[src/rtl/entropy_collector.sv]
`default_nettype none
// ============================================================================
// Module  : entropy_collector
// Brief   : Entropy-source consumer with repetition-count health test; packs
//           NUM_WORDS accepted 32-bit words into one block for the mixer.
// Revision: 1.0 - initial release
// ============================================================================
module entropy_collector #(
  parameter int NUM_WORDS = 16,
  parameter int REP_LIMIT = 4
) (
  input  logic                      clk,
  input  logic                      reset,
  input  logic                      enable,
  input  logic                      entropy_enabled,
  input  logic                      entropy_syn,
  input  logic [31:0]               entropy_data,
  output logic                      entropy_ack,
  output logic                      block_valid,
  output logic [32*NUM_WORDS-1:0]   block_data,
  input  logic                      block_ready,
  output logic                      rep_fail,
  output logic [31:0]               word_count
);

  localparam int c_idx_w = (NUM_WORDS > 1) ? $clog2(NUM_WORDS) : 1;
  localparam int c_rep_w = $clog2(REP_LIMIT + 1);
  localparam logic [c_idx_w-1:0] c_last_idx  = c_idx_w'(NUM_WORDS - 1);
  localparam logic [c_rep_w-1:0] c_rep_limit = c_rep_w'(REP_LIMIT);
  localparam logic [c_rep_w-1:0] c_rep_one   = c_rep_w'(1);

  typedef enum logic [1:0] {
    S_IDLE = 2'd0,
    S_ACK  = 2'd1,
    S_FULL = 2'd2
  } state_t;

  state_t                  r_state;
  state_t                  w_next;
  logic [c_idx_w-1:0]      r_idx;
  logic [c_rep_w-1:0]      r_rep_cnt;
  logic [c_rep_w-1:0]      w_rep_cnt;
  logic [31:0]             r_prev;
  logic                    r_prev_valid;
  logic                    r_rep_fail;
  logic [31:0]             r_word_count;
  logic [32*NUM_WORDS-1:0] r_block;
  logic                    w_capture;
  logic                    w_last;
  logic                    w_fail_now;

  // Health-test update for the word currently on the bus.
  always_comb begin
    w_capture = enable && (r_state == S_ACK) && entropy_syn;
    w_last    = (r_idx == c_last_idx);
    w_rep_cnt = c_rep_one;
    if (r_prev_valid && (entropy_data == r_prev)) begin
      w_rep_cnt = (r_rep_cnt == c_rep_limit) ? c_rep_limit : r_rep_cnt + 1'b1;
    end
    w_fail_now = w_capture && (w_rep_cnt == c_rep_limit);
  end

  always_comb begin
    w_next = r_state;
    if (!enable) begin
      w_next = S_IDLE;
    end else begin
      case (r_state)
        S_IDLE: if (entropy_enabled && entropy_syn && !r_rep_fail) w_next = S_ACK;
        S_ACK:  w_next = (w_capture && w_last && !w_fail_now) ? S_FULL : S_IDLE;
        S_FULL: if (block_ready) w_next = S_IDLE;
        default: w_next = S_IDLE;
      endcase
    end
  end

  always_ff @(posedge clk or posedge reset) begin
    if (reset) begin
      r_state <= S_IDLE;
    end else begin
      r_state <= w_next;
    end
  end

  always_ff @(posedge clk or posedge reset) begin
    if (reset) begin
      r_idx        <= '0;
      r_rep_cnt    <= '0;
      r_prev       <= '0;
      r_prev_valid <= 1'b0;
      r_rep_fail   <= 1'b0;
      r_word_count <= '0;
      r_block      <= '0;
    end else if (!enable) begin
      // Flush keeps the lifetime word count and the last block contents.
      r_idx        <= '0;
      r_rep_cnt    <= '0;
      r_prev_valid <= 1'b0;
      r_rep_fail   <= 1'b0;
    end else if (w_capture) begin
      r_block[32*(NUM_WORDS-1-int'(r_idx)) +: 32] <= entropy_data;
      r_word_count <= r_word_count + 32'd1;
      r_prev       <= entropy_data;
      r_prev_valid <= 1'b1;
      r_rep_cnt    <= w_rep_cnt;
      if (w_fail_now) begin
        r_rep_fail <= 1'b1;
        r_idx      <= '0;
      end else if (w_last) begin
        r_idx <= '0;
      end else begin
        r_idx <= r_idx + 1'b1;
      end
    end
  end

  assign entropy_ack = (r_state == S_ACK);
  assign block_valid = (r_state == S_FULL);
  assign block_data  = r_block;
  assign rep_fail    = r_rep_fail;
  assign word_count  = r_word_count;

endmodule
`default_nettype wire

[config.mk]
export PLATFORM = sky130hd
export DESIGN_NAME = entropy_collector
export DESIGN_NICKNAME = d
export VERILOG_FILES = /design/src/rtl/entropy_collector.sv
export SDC_FILE = /design/constraint.sdc
export NUM_CORES = 1
export LEC_CHECK = 0
export BUFFER_PORTS_ARGS = -buffer_cell sky130_fd_sc_hd__clkbuf_2
export CORE_AREA = 5 5 222 224
export DETAILED_ROUTE_END_ITERATION = 10
export DIE_AREA = 0 0 227 229
export GPL_ROUTABILITY_DRIVEN = 0
export GPL_TIMING_DRIVEN = 0
export PLACE_DENSITY = 0.75
export SYNTH_ARGS = -nofsm -noshare
export SYNTH_HDL_FRONTEND = slang
export SYNTH_SLANG_ARGS = --single-unit
[constraint.sdc]
create_clock -name clk -period 74.9 [get_ports clk]
set_input_delay 22.47 -clock clk [delete_from_list [all_inputs] [get_ports clk]]
set_output_delay 22.47 -clock clk [all_outputs]
set_load 0.005 [all_outputs]
======== Word-level counts from Yosys, hierarchy flattened ========
Cells that the tools add are included.
word-level totals
  register bits after elaboration ......... 587
  input port bits ......................... 38
  output and inout bits ................... 547
  word-level logic and storage cells ...... 58
cells by class
  equality and inequality tests ........... 10
  reduce and logical (&&, ||, !) cells .... 14
  add/subtract/negate cells ............... 5
  mux-type cells .......................... 19
  shift-type cells ........................ 2
operators by type and width
  operator                                                 number
  bitwise mux 512 bit                                      1
  variable shift 32 x 33 -> 512 bit, first input constant  1
  variable part select 32 x 33 -> 512 bit                  1
  negator 10 -> 33 bit                                     1
  adder 32 x 1 -> 32 bit, second input constant            1
  equality test 32 bit                                     1
  2-to-1 mux 4 bit                                         4
  2-to-1 mux 3 bit                                         4
  logical AND 1 bit                                        8
  2-to-1 mux 2 bit                                         4
  equality test 3 bit, second input constant               2
  case mux 2 bit (3 select lines)                          1
  AND reduction 2 bit                                      3
  2-to-1 mux 1 bit                                         5
  subtractor 4 x 4 -> 5 bit, first input constant          1
  adder 4 x 1 -> 4 bit, second input constant              1
  equality test 4 bit, second input constant               1
  inequality test 2 x 1 -> 1 bit, second input constant    2
  adder 3 x 1 -> 3 bit, second input constant              1
  inequality test 3 x 2 -> 1 bit, second input constant    1
  inequality test 3 bit, second input constant             1
  equality test 2 x 1 -> 1 bit, second input constant      1
  equality test 2 bit, second input constant               1
  zero test 1 bit                                          2
  zero test 2 bit                                          1

======== Longest topological paths before layout ========
  word-level depth ........................ 10
  depth in mapped cells ................... 11
  gate-level depth less buffers ........... 8

======== Worst setup path before layout ========
OpenSTA, ideal clock, no wires.
  path kind ............................... input to register
  start ................................... input port entropy_data[25]
  end ..................................... register r_idx[1]
  arrival time ............................ 23,868 ps
  stages on the path ...................... 7
  slack ................................... 50,905 ps
  required time ........................... 74,773 ps
  buffers on the path ..................... 1
  setup time .............................. 127 ps
  cells stage by stage .................... buf_2 inv_1 a221oi_1 o2111ai_1 or4_1 nand2_1 o21ai_0
between the ends
  word-level cells in the longest chain between the ends .. 8
ends and longest elaborated chain
  item                  RTL line  RTL
  from (decl)           17        input logic [31:0] entropy_data,
  equality test 32 bit  57        if (r_prev_valid && (entropy_data == r_prev)) begin
  logical AND 1 bit     57
  2-to-1 mux 3 bit      57
  equality test 3 bit   60        w_fail_now = w_capture && (w_rep_cnt == c_rep_limit);
  logical AND 1 bit     60
  2-to-1 mux 4 bit      106       if (w_fail_now) begin
  2-to-1 mux 4 bit      100       end else if (w_capture) begin
  2-to-1 mux 4 bit      94        end else if (!enable) begin
  to (signal assigned)  112       r_idx <= r_idx + 1'b1;
  to (decl)             40        logic [c_idx_w-1:0] r_idx;
Every way passes these cells. The select of a mux whose other input is x is not followed.
A chain may end at the register's enable or synchronous reset.

======== Final worst setup path ========
  start ................................... input port enable
  end ..................................... register r_block[58], in the netlist block_data[58]
between the ends
  word-level cells in the longest chain between the ends .. 3
ends and longest elaborated chain
  item                             RTL line  RTL
  from (decl)                      14        input logic enable,
  logical AND 1 bit (2 in series)  54        w_capture = enable && (r_state == S_ACK) && entropy_syn;
  AND reduction 2 bit (no line) *  --
  to (signal, indexed assignment)  101       r_block[32*(NUM_WORDS-1-int'(r_idx)) +: 32] <= entropy_data;
  to (decl)                        47        logic [32*NUM_WORDS-1:0] r_block;
Mark *: on every way between the ends. The rest lies on a longest branch, timed or not.

==> results.cfg <==
[worst_setup_path]
critPathLaunchType = primary input
cp_max_fo = 10
critPathKind = in2reg
crit_required_ns = 75.40
r2r_cells = 8
cpMaxStageDelayCell = nand2_1
critical-path-max-stage-delay_ns = 0.54
reg2reg_to = block_data[58]
path_cells = clkbuf_2 -> nand4b_4 -> nor3b_1 -> and2b_1 -> nand2_1 -> buf_2 -> mux2_1
critPathCapture = block_data[58]
r2r_start = r_idx[0]
crit_path_start = enable
cp.arrival_ns = 24.63
end_kind = flip-flop
r2r_slack_ns = 71.66

[synthesis]
synth_cells = 2226
yosys.area.top_type = dfrtp_1
synth_top_family_by_area = simple AND/OR/NAND/NOR gates
ys_seq_area_frac = 0.636
yosys.area_share.simple = 0.160
synth_compound_area_frac = 0.0811
synth.area.top_cells = dfrtp_1 64%, nand2_1 12%, o21ai_0 7.3%
synthFlopType = dfrtp_1
syn_area_mm2 = 0.0231
ys_async_sr_fraction = 1.00
yosys-mux-area-fraction = 0.0643
synth.top_cell.area_share = 0.636
synth_commonest_cells = 766 x nand2_1, 587 x dfrtp_1, 338 x o21ai_0
yosysWarnings = 0
postSynthAreaPerCell_um2 = 10.4
synthAdderAreaFrac = 0.00271
synth.most_common_cell = nand2_1
synth-edff-count = 0
synth_seq_cells = 587
synth.net_count = 2269
synthXorXnorAreaFrac = 0.0238
synthDistinctLibCells = 56

[job]
cap_viol_max_count = 0

[power_and_ir_drop]
p_switching_uw = 162
p_total_uw = 691
p_int_uw = 529
pwr-share-comb = 0.059
pwr-share-seq = 0.482
peakVddDrop_v = 0.0000178
powerDensity_mw_per_mm2 = 23.8
leakage_uw = 0.0153
clkPwrFrac = 0.459
power.share.switching = 0.235

[hold_path]
min_path_type = reg2reg
hold_depth = 1

[floorplanning]
coreArea_mm2 = 0.0471
start_util = 0.490
die_area_mm2 = 0.0520
die_h_um = 229
num_rows = 80
die_w_um = 227
ioPinCount = 585

[drt]
drc_errors = 0
routed_wl_um = 84000
vias_per_cell = 5.58
wl_per_cell_um = 23.8
num_vias = 19737
antenna_left = 0
drtIter0Drc = 1694
firstDrtPassIters = 8

[grt]
grt.total_usage = 0.316
met3_usage = 0.104
grtUsageMet2 = 0.524
grt.overflow.total = 0
grtUsageMet1 = 0.380
grt_busiest_layer = met2
grt_max_degree = 133
grt_pass1_wl_um = 126000
grt_pass1_vias = 20226
antenna_found_initial = 3

[timing]
post-route-min-period_ns = 24.14
hold_viol = 0
hold_slack_ns = 0.466
slew_headroom = 0.299
rsz0062_at_grt = no
skew_ns = 0.0241
min_period_over_period = 0.322
worst_slew_pin_slew_ns = 1.05
tns_ns = 0
setup_viol = 0
slew_viol_final = 0
fmax_ghz = 0.0414

[cts]
post_cts_resized = 0
clock_latency_ns = 0.62
ctsHoldBuffers = 0
post-cts-setup-buffer-count = 0
clock_sinks = 587
cts_tree = yes
root_buffer = clkbuf_16
clockBufferDepth = 3
cts_buffers = 59
clkTransAtPathRegs_ns = 0.06
htreeDepth = 2

[place]
dp_hpwl_um = 62000
io_buffers = 583

[final_layout]
syn_to_final_growth_pct = 25.6
antenna-diode-count = 0
final_nets = 2918
drive_gt1_frac = 0.286
post-route-util = 0.616

[run_status]
status = completed
==> flip-flops by register name, summed over array words and instances, names as in the netlist <==
register,count
block_data,512
r_idx,4
r_prev,32
r_prev_valid,1
r_rep_cnt,3
r_state,2
rep_fail,1
word_count,32
==> placed cells by master, fill, tap and decap left out, types with 2 or more instances in the layout <==
cell,Yosys,layout
nand2_1,766,766
dfrtp_1,587,587
clkbuf_2,0,583
o21ai_0,338,338
clkbuf_1,123,131
mux2_2,86,86
clkbuf_16,0,60
nand3_1,49,49
mux2_1,46,46
xor2_1,36,36
buf_2,32,32
xnor2_1,25,25
o21ai_1,16,16
clkbuf_8,0,14
nand4_1,13,13
clkinv_2,0,12
nor2_1,11,11
inv_1,12,11
bufinv_16,0,9
and3_1,8,8
buf_4,6,7
nor2b_1,7,7
nor4_1,5,5
ha_1,5,5
nor2_2,4,4
o31ai_1,4,4
buf_16,0,4
buf_6,3,3
nand2b_1,3,3
a31oi_1,2,2
nor3_1,2,2
nor4_2,2,2
nand2_2,2,2
a21oi_1,2,2
a221oi_1,2,2
and3b_1,2,2
nor3b_1,2,2
clkinvlp_4,0,2
==> per-stage QoR <==
| step | setup slack, ns | area (um2) | cells |
|---|---|---|---|
| global placement | 31.01 | 26800 | 3424 |
| CTS | 50.84 | 29000 | 3536 |
| floorplan | 36.00 | 23100 | 2226 |
| global route | 50.73 | 29000 | 3536 |
| detailed placement | 50.18 | 26900 | 3429 |
| finish | 50.76 | 29000 | 3536 |
==> how the worst min path moves through the flow <==
stage / from / to / slack [ns]
floorplan: r_prev_valid / r_prev_valid / 0.45
global placement: block_data[350] / block_data[350] / 0.45
detailed placement: block_data[347] / block_data[347] / 0.46
CTS: word_count[31] / word_count[31] / 0.47
global route: word_count[31] / word_count[31] / 0.48
finish: word_count[31] / word_count[31] / 0.47
==> cells by family (layout without fill, tap and decap cells) <==
| group | Yosys count | after routing |
|---|---|---|
| AO/OA/AOI/OAI | 368 | 368 |
| XOR/XNOR | 62 | 62 |
| adder cells (fa/ha/maj) | 5 | 5 |
| buffers and inverters | 178 | 873 |
| flip-flops | 587 | 587 |
| multiplexers | 132 | 132 |
| AND/OR/NAND/NOR | 894 | 894 |
==> cell type report <==
type | count | area [um2]
inverters | 13 | 56.3
multi-input cells | 1461 | 7670
plain buffers | 165 | 704
flip-flops and latches | 587 | 14700
clock buffers | 82 | 1720
well taps | 615 | 769
repair buffers | 588 | 3040
fillers | 3770 | 18100
clock inverters | 25 | 370
==> per-layer routing <==
| metal | share of wire | wire length (um) | vias to the layer above |
|---|---|---|---|
| met4 | 0.050 | 4220 | 4 |
| met2 | 0.48 | 40400 | 1049 |
| met5 | 0.00040 | 34 | - |
| met1 | 0.36 | 30400 | 9869 |
| li1 | - | - | 8590 |
| met3 | 0.11 | 8950 | 225 |
==> power groups by stage <==
| stage | registers, uW | clock network, uW | logic, uW |
|---|---|---|---|
| finish | 333 | 317 | 40.7 |
| global route | 334 | 335 | 45.0 |
| CTS | 333 | 320 | 41.2 |
| detailed placement | 339 | 0 | 41.1 |
| global placement | 339 | 0 | 39.3 |
| floorplan | 338 | 0 | 18.7 |
==> worst max-delay path: cells and delay by family <==
| kind | cells | cell delay (ns) |
|---|---|---|
| muxes | 1 | 0.34 |
| buffers and inverters | 2 | 0.59 |
| and+or+nand+nor | 4 | 1.22 |
(Power assumes the default switching activity.)
